$ cat src/rtl/pico_io_pkg.sv
`default_nettype none
// ============================================================================
// Module      : pico_io_pkg
// Description : Port-map offsets and arming-state encoding for pico_io_hub.
// Revision    : 1.0 - initial release
// ============================================================================
package pico_io_pkg;

    localparam logic [7:0] OFS_OUT    = 8'h00;
    localparam logic [7:0] OFS_IN     = 8'h10;
    localparam logic [7:0] OFS_STATUS = 8'h20;
    localparam logic [7:0] OFS_MASK   = 8'h21;
    localparam logic [7:0] OFS_ID     = 8'h22;

    typedef enum logic [1:0] {
        ARM0  = 2'd0,
        ARM1  = 2'd1,
        ARMED = 2'd2
    } arm_state_e;

endpackage
`default_nettype wire

$ cat src/rtl/pico_io_sync.sv
`default_nettype none
// ============================================================================
// Module      : pico_io_sync
// Description : One input channel: 2-flop synchroniser, previous register and
//               an arm-gated change pulse.
// Revision    : 1.0 - initial release
// ============================================================================
module pico_io_sync #(
    parameter int DATA_W = 8
) (
    input  logic              clk,
    input  logic              reset,
    input  logic              arm,
    input  logic [DATA_W-1:0] gpi,
    output logic [DATA_W-1:0] sync_val,
    output logic              changed
);

    logic [DATA_W-1:0] meta_q;
    logic [DATA_W-1:0] sync_q;
    logic [DATA_W-1:0] prev_q;

    // While disarmed, prev primes from the first stage so that it already
    // equals sync_q on the first armed cycle; fill never looks like a change.
    always_ff @(posedge clk or negedge reset) begin
        if (!reset) begin
            meta_q <= '0;
            sync_q <= '0;
            prev_q <= '0;
        end else begin
            meta_q <= gpi;
            sync_q <= meta_q;
            prev_q <= arm ? sync_q : meta_q;
        end
    end

    assign sync_val = sync_q;
    assign changed  = arm && (sync_q != prev_q);

endmodule
`default_nettype wire

$ cat src/rtl/pico_io_hub.sv
`default_nettype none
// ============================================================================
// Module      : pico_io_hub
// Description : KCPSM3 port-mapped I/O hub: output registers, synchronised
//               inputs with change status, W1C status, mask and interrupt.
// Revision    : 1.0 - initial release
// ============================================================================
module pico_io_hub
    import pico_io_pkg::*;
#(
    parameter int               DATA_W    = 8,
    parameter int               N_OUT     = 4,
    parameter int               N_IN      = 4,
    parameter logic [7:0]       BASE_ADDR = 8'h00,
    parameter logic [DATA_W-1:0] OUT_RESET = '0,
    parameter logic [7:0]       HUB_ID    = 8'hA1
) (
    input  logic                    clk,
    input  logic                    reset,
    input  logic [7:0]              port_id,
    input  logic                    write_strobe,
    input  logic                    read_strobe,
    input  logic [7:0]              out_port,
    output logic [7:0]              in_port,
    output logic                    interrupt,
    input  logic                    interrupt_ack,
    input  logic [N_IN*DATA_W-1:0]  gpi,
    output logic [N_OUT*DATA_W-1:0] gpo
);

    logic [7:0]        ofs;
    arm_state_e        arm_state_q;
    logic              armed_q;
    logic [DATA_W-1:0] out_q    [N_OUT];
    logic [DATA_W-1:0] out_d    [N_OUT];
    logic [DATA_W-1:0] sync_val [N_IN];
    logic [N_IN-1:0]   changed;
    logic [N_IN-1:0]   w1c;
    logic [N_IN-1:0]   status_q, status_d;
    logic [N_IN-1:0]   mask_q, mask_d;
    logic              irq_q, irq_d;
    logic [7:0]        rdata_d, in_port_q;

    // Port ids below the base wrap to large offsets and fall into unmapped space.
    assign ofs = port_id - BASE_ADDR;

    generate
        for (genvar i = 0; i < N_IN; i++) begin : g_chan
            pico_io_sync #(.DATA_W(DATA_W)) u_sync (
                .clk      (clk),
                .reset    (reset),
                .arm      (armed_q),
                .gpi      (gpi[i*DATA_W +: DATA_W]),
                .sync_val (sync_val[i]),
                .changed  (changed[i])
            );
        end
        for (genvar i = 0; i < N_OUT; i++) begin : g_gpo
            assign gpo[i*DATA_W +: DATA_W] = out_q[i];
        end
    endgenerate

    always_ff @(posedge clk or negedge reset) begin
        if (!reset) begin
            arm_state_q <= ARM0;
            armed_q     <= 1'b0;
        end else begin
            case (arm_state_q)
                ARM0: arm_state_q <= ARM1;
                ARM1: begin
                    arm_state_q <= ARMED;
                    armed_q     <= 1'b1;
                end
                default: begin
                    arm_state_q <= ARMED;
                    armed_q     <= 1'b1;
                end
            endcase
        end
    end

    always_comb begin
        for (int i = 0; i < N_OUT; i++) begin
            out_d[i] = (write_strobe && ofs == 8'(OFS_OUT + i)) ? out_port[DATA_W-1:0] : out_q[i];
        end
        w1c      = (write_strobe && ofs == OFS_STATUS) ? out_port[N_IN-1:0] : '0;
        // A change arriving with its own clear keeps the bit set.
        status_d = (status_q & ~w1c) | changed;
        mask_d   = (write_strobe && ofs == OFS_MASK) ? out_port[N_IN-1:0] : mask_q;
        irq_d    = (|(status_q & mask_q)) && !interrupt_ack;

        rdata_d = '0;
        for (int i = 0; i < N_OUT; i++) begin
            if (ofs == 8'(OFS_OUT + i)) rdata_d[DATA_W-1:0] = out_q[i];
        end
        for (int i = 0; i < N_IN; i++) begin
            if (ofs == 8'(OFS_IN + i)) rdata_d[DATA_W-1:0] = sync_val[i];
        end
        if (ofs == OFS_STATUS) rdata_d[N_IN-1:0] = status_q;
        if (ofs == OFS_MASK)   rdata_d[N_IN-1:0] = mask_q;
        if (ofs == OFS_ID)     rdata_d = HUB_ID;
    end

    always_ff @(posedge clk or negedge reset) begin
        if (!reset) begin
            for (int i = 0; i < N_OUT; i++) out_q[i] <= OUT_RESET;
            status_q  <= '0;
            mask_q    <= '0;
            irq_q     <= 1'b0;
            in_port_q <= '0;
        end else begin
            for (int i = 0; i < N_OUT; i++) out_q[i] <= out_d[i];
            status_q  <= status_d;
            mask_q    <= mask_d;
            irq_q     <= irq_d;
            in_port_q <= rdata_d;
        end
    end

    assign in_port   = in_port_q;
    assign interrupt = irq_q;

    a_no_rw_collision : assert property (@(posedge clk) disable iff (!reset)
        !(read_strobe && write_strobe));

endmodule
`default_nettype wire

$ cat config.mk
export PLATFORM = sky130hd
export DESIGN_NAME = pico_io_hub
export DESIGN_NICKNAME = d
export VERILOG_FILES = /design/src/rtl/pico_io_pkg.sv /design/src/rtl/pico_io_sync.sv /design/src/rtl/pico_io_hub.sv
export SDC_FILE = /design/constraint.sdc
export NUM_CORES = 1
export LEC_CHECK = 0
export ABC_AREA = 1
export CAP_MARGIN = 20
export CELL_PAD_IN_SITES_DETAIL_PLACEMENT = 1
export CELL_PAD_IN_SITES_GLOBAL_PLACEMENT = 2
export CORE_MARGIN = 2
export CORE_UTILIZATION = 36
export DETAILED_ROUTE_END_ITERATION = 8
export PLACE_DENSITY = 0.87
export SYNTH_ARGS = -nofsm -noshare
export SYNTH_HDL_FRONTEND = slang
export SYNTH_SLANG_ARGS = --single-unit
export TNS_END_PERCENT = 10
$ cat constraint.sdc
create_clock -name clk -period 2.3 [get_ports clk]
set_input_delay 0.345 -clock clk [delete_from_list [all_inputs] [get_ports clk]]
set_output_delay 0.345 -clock clk [all_outputs]
set_load 0.1 [all_outputs]
# After elaboration in Yosys (flattened, before gate mapping)
# Cells that the tools add are included.
word_totals:
  input_bits: 53
  elab_cells: 72
  register_bits: 148
  out_inout_bits: 41
classes:
  reduce_logical: 15
  bitwise_logic: 4
  n_eq_ne: 14
  mux: 17
ops:
  columns: ["cell", "n"]
  rows:
  - ["$mux W8", 13]
  - ["$eq A8 B5 Y1 const B", 4]
  - ["$ne A8 B8 Y1", 4]
  - ["$eq A8 B6 Y1 const B", 3]
  - ["$eq A8 B2 Y1 const B", 2]
  - ["$mux W4", 3]
  - ["$logic_and A1 B1 Y1", 11]
  - ["$and A4 B4 Y4", 2]
  - ["$eq A8 B1 Y1 const B", 1]
  - ["$logic_not A8 Y1", 1]
  - ["$not A4 Y4", 1]
  - ["$or A4 B4 Y4", 1]
  - ["$reduce_or A4 Y1", 1]
  - ["$logic_not A2 Y1", 1]
  - ["$mux W2", 1]
  - ["$logic_not A1 Y1", 1]

# Depth between registers and ports, before layout
depth:
  depth_word: 12
  depth_mapped: 11
  depth_no_buf: 11

# Hierarchy
# A second synthesis with hierarchy kept.
hier_totals:
  hier_cells: 672
  area_unflattened_um2: 5978.2
by_module_without_submodules:
  columns: ["module", "seq_area_each_um2", "area_per_inst_um2", "cells_each", "n_inst"]
  rows:
  - ["pico_io_sync", 600.6, 860.8, 90, 4]
  - ["pico_io_hub", 1301.2, 2534.9, 312, 1]

# Worst setup path before layout
# No wires, ideal clock.
synth_path:
  path_kind: "register -> register"
  startpoint: "register out_q (netlist bit gpo[9])"
  endpoint: "register in_port_q[1] (netlist: in_port[1])"
  arrival_ns: 1.432
  required_time_ns: 2.223
  setup_time_ns: 0.077
  synth_period_minus_slack_ns: 1.509
  stages_incl_launch_ff: 7
  path_buffers: 0
  setup_slack_ns: 0.791
  path_cell_list: "dfrtp_1 -> nand3_1 -> nand3_1 -> o21bai_1 -> nand4_1 -> nand2_1 -> a21oi_1"
synth_via:
  elab_chain_cells: 10
synth_rtl:
  columns: ["element", "line", "source"]
  rows:
  - ["from (decl)", "pico_io_hub.sv:34", "logic [DATA_W-1:0] out_q [N_OUT];"]
  - ["$mux W8 (3 in series)", "pico_io_hub.sv:94", "if (ofs == 8'(OFS_OUT + i)) rdata_d[DATA_W-1:0] = out_q[i];"]
  - ["$mux W8 (4 in series)", "pico_io_hub.sv:97", "if (ofs == 8'(OFS_IN + i)) rdata_d[DATA_W-1:0] = sync_val[i];"]
  - ["$mux W4", "pico_io_hub.sv:99", "if (ofs == OFS_STATUS) rdata_d[N_IN-1:0] = status_q;"]
  - ["$mux W4", "pico_io_hub.sv:100", "if (ofs == OFS_MASK) rdata_d[N_IN-1:0] = mask_q;"]
  - ["$mux W8", "pico_io_hub.sv:101", "if (ofs == OFS_ID) rdata_d = HUB_ID;"]
  - ["named net rdata_d[1]", "pico_io_hub.sv:42", "logic [7:0] rdata_d, in_port_q;"]
  - ["to (signal assigned)", "pico_io_hub.sv:116", "in_port_q <= rdata_d;"]
  - ["to (decl)", "pico_io_hub.sv:42", null]
# The timed path passes the listed nets, and every way through them passes these cells.
# A chain may end at the register's enable or synchronous reset.

# Final worst setup path
layout_path:
  startpoint: "input port_id[0]"
  endpoint: "register in_port_q[2] (netlist: in_port[2])"
layout_via:
  elab_chain_cells: 12
  word_cells_on_any_way: 22
  classes_between: "eq/ne: 10; mux: 11; reduce/logical: 1"
layout_rtl:
  columns: ["element", "line", "source"]
  rows:
  - ["from (decl)", "pico_io_hub.sv:20", "input logic [7:0] port_id,"]
  - ["$logic_not A8 Y1", "pico_io_hub.sv:94", null]
  - ["$mux W8 (4 in series)", "pico_io_hub.sv:94", null]
  - ["$mux W8 (4 in series)", "pico_io_hub.sv:97", null]
  - ["$mux W4", "pico_io_hub.sv:99", null]
  - ["$mux W4", "pico_io_hub.sv:100", null]
  - ["$mux W8 (*)", "pico_io_hub.sv:101", null]
  - ["named net rdata_d[2]", "pico_io_hub.sv:42", null]
# Mark *: on every way through the listed nets, which the timed path passes. The rest lies on a longest branch.

==> impl_metrics.yaml <==
outcome:
  status: "completed"
setup_path:
  endpoint: "in_port[2]$_DFF_PN0_"
  critical_path_class: "in2reg"
  cp-start-kind: "input pin"
  path_buf_inv: 2
  required_ps: 2600
  reg2reg_to: "status_q[1]$_DFF_PN0_"
  r2r_start: "g_chan[1].u_sync.sync_val[5]$_DFF_PN0_"
  critical_path_depth: 10
  cpMostUsedCell: "nand3_1"
  reg2reg_depth: 4
  crit_chain: "clkdlybuf4s50_1 > inv_1 > nand3_1 > nor2_4 > nand2_1 > nand3_1 > nor2_1 > nand4_1 > o21ai_1 > a21oi_1"
  arrival_ps: 2100
  worstSetupStartpoint: "port_id[0]"
  slowest_stage: "clkdlybuf4s50_1"
  worst_path_dominant_cell_family: "simple AND/OR/NAND/NOR gates"
  critPathMaxFanout: 7
  rrSetupSlack_ps: 820
  critPathMaxStageDelay_ps: 600
  crit_path_end_kind: "flip-flop"
die:
  initial_utilization_pct: 36.6
  dieWidth_microns: 131
  core-area_sq_um: 15800
  rows: 46
  die_y_microns: 131
  die_area_sq_um: 17100
  ioPinCount: 94
hold_path:
  hold_start: "gpi[30]"
  hold_path.class: "in2reg"
  whs_path_depth: 1
timing:
  rsz0062_at_grt: "no"
  timing.fmax_mhz: 557
  post-route-min-period_ps: 1790
  setup-violations-final: 0
  final.period_utilization_pct: 78.0
  slew-limit-headroom_pct: 61.6
  finalHoldViolCount: 0
  tightest_slew_ps: 576
  tns_ps: 0
  fin_skew_ps: 6.81
  hold_ws_ps: 352
  slew_violations: 0
logic_synthesis:
  synth.ff_latch_count: 148
  synthCells: 573
  yosysWarnings: 0
  ys_seq_area_share_pct: 64.2
  syn_nets: 626
  synthArstFlopShare_pct: 100
  synth.cell_area_sq_um: 5770
  synth.distinct_cells: 31
  synth_edf_count: 0
  avgSynthCellArea_sq_um: 10.1
  synth-main-ff-cell: "dfrtp_1"
clock_network:
  postCtsSetupBuffers: 0
  clock-root-buffer: "clkbuf_16"
  clk_latency_ps: 430
  h-tree-depth: 4
  clk_pin_slew_ps: 60
  clkSinkCount: 148
  cts_tree: "yes"
  clk_path_buf_depth: 2
  cts_buffers: 17
route:
  wl_met2_microns: 7640
  drt-total-wl_microns: 15200
  routedWlPerCell_microns: 16.6
  wl_met3_microns: 644
  num_vias: 4354
  dr.pass1.iters: 4
  topRoutingLayerUsed: "met4"
  drcViolationCount: 0
  antenna_left: 0
  drt-initial-drc-count: 220
  detail_route.vias_per_cell: 4.76
  wl_met1_microns: 6720
finish:
  fillCellCount: 1809
  post_route_cells_drive_above_1_share_pct: 18.2
  fin_area_sq_um: 7490
  nets: 739
  final_core_util_pct: 47.5
  synthToLayoutAreaGrowth_pct: 29.8
  antennaDiodeCount: 0
global_routing:
  grt_pass1_wl_microns: 24600
  grt_max_degree: 61
  grt_overflow: 0
  track_usage_pct: 19.3
  antenna_found_initial: 0
  grt_pass1_vias: 4701
place:
  port_buffers: 92
  placedInstanceArea_sq_um: 6920
  hpwl_microns: 11200
  gp_congestion: 0.818
flow_run:
  maxCapViolations: 0
pwr:
  pwr_density_cell_nw_per_um2: 811
  peakVddDrop_uv: 555
  p_leak_nw: 3.46
[cell families (layout without fill, tap and decap cells)]
kind of cell,after synthesis,after routing,share of synthesized area [%]
compound gates,81,81,7.76
xor+xnor,20,20,3.04
buf+inv,56,182,3.95
flops,148,148,64.2
simple gates,268,268,21.1
[final cells by class]
type | count | area [sq um] | area share, %
sequential | 148 | 3700 | 49.4
multi-input combinational | 369 | 1840 | 24.5
clock buffer | 22 | 464 | 6.20
clock inverter | 10 | 100 | 1.34
timing repair buffer | 105 | 945 | 12.6
tap | 216 | 270 | 3.61
inverter | 45 | 169 | 2.26
[worst reg2reg max path, stage by stage, from the launching register on]
cell and delay [ps]:
dfrtp_1 420, xnor2_1 170, nand2_1 70, nor4_1 520, o21ai_0 160
[how the worst min path moves through the flow]
stage | end | slack (ps)
global route | g_chan[3].u_sync.meta_q[6]$_DFF_PN0_ | 340
floorplan | arm_state_q[0]$_DFF_PN0_ | 50
global placement | interrupt$_DFF_PN0_ | 360
CTS | g_chan[2].u_sync.meta_q[7]$_DFF_PN0_ | 330
detailed placement | g_chan[1].u_sync.sync_val[4]$_DFF_PN0_ | 360
finish | g_chan[3].u_sync.meta_q[6]$_DFF_PN0_ | 350
[routing by layer]
metal | vias to the layer above | global-route usage [%]
met5 | - | 0
met4 | 0 | 6.13
met3 | 16 | 4.72
met2 | 85 | 33.1
met1 | 2187 | 24.1
li1 | 2066 | -
[cell usage in the layout, fill, tap and decap left out, types with 4 or more instances in the layout]
cell type and n:
nor2_2 4, o21ai_2 6, xnor2_1 18, inv_1 43
nand4_1 8, clkbuf_16 17, o21ai_1 14, nor4_1 4
clkinvlp_4 4, o21ai_0 44, nand2_1 179, a21oi_1 10
buf_4 51, nor2_4 6, clkdlybuf4s50_1 50, nand3_1 27
nand2_2 8, or2_2 14, dfrtp_1 148, nor2_1 13
[Yosys cell counts, types with 8 or more instances]
library cell | instances | share of area (%)
a21oi_1 | 10 | 0.87
xnor2_1 | 18 | 2.7
nand4_1 | 8 | 0.87
o21ai_1 | 14 | 1.2
nand2_2 | 8 | 0.87
inv_1 | 43 | 2.8
dfrtp_1 | 148 | 64
nand3_1 | 27 | 2.3
nor2_1 | 13 | 0.85
or2_2 | 14 | 1.5
o21ai_0 | 44 | 3.8
nand2_1 | 179 | 12
[report_power, final]
group	switching [mW]	internal (mW)	total [mW]
Clock	1.10	1.55	2.65
Combinational	0.408	0.195	0.604
Sequential	0.0915	2.72	2.82
Total	1.60	4.47	6.07
[through the flow]
stage | cells | total power, mW | worst slack, ps
floorplan | 573 | 3.19 | 791
global placement | 882 | 3.45 | 113
detailed placement | 882 | 3.47 | 66.3
CTS | 915 | 6.15 | 520
global route | 915 | 6.31 | 353
finish | 915 | 6.07 | 505
[registers in the layout, indices dropped and copies added, names as in the netlist]
| register | flops |
|---|---|
| arm_state_q | 2 |
| armed_q | 1 |
| g_chan.u_sync.meta_q | 32 |
| g_chan.u_sync.prev_q | 32 |
| g_chan.u_sync.sync_val | 32 |
| gpo | 32 |
| in_port | 8 |
| interrupt | 1 |
| mask_q | 4 |
| status_q | 4 |
[what timing repair did]
item / 4_1_cts / 5_1_grt
resized for setup: 0 / 0
hold buffers: 1 / 0
endpoints found under the hold margin: 56 / 0
Power figures use the tool's default switching activity.
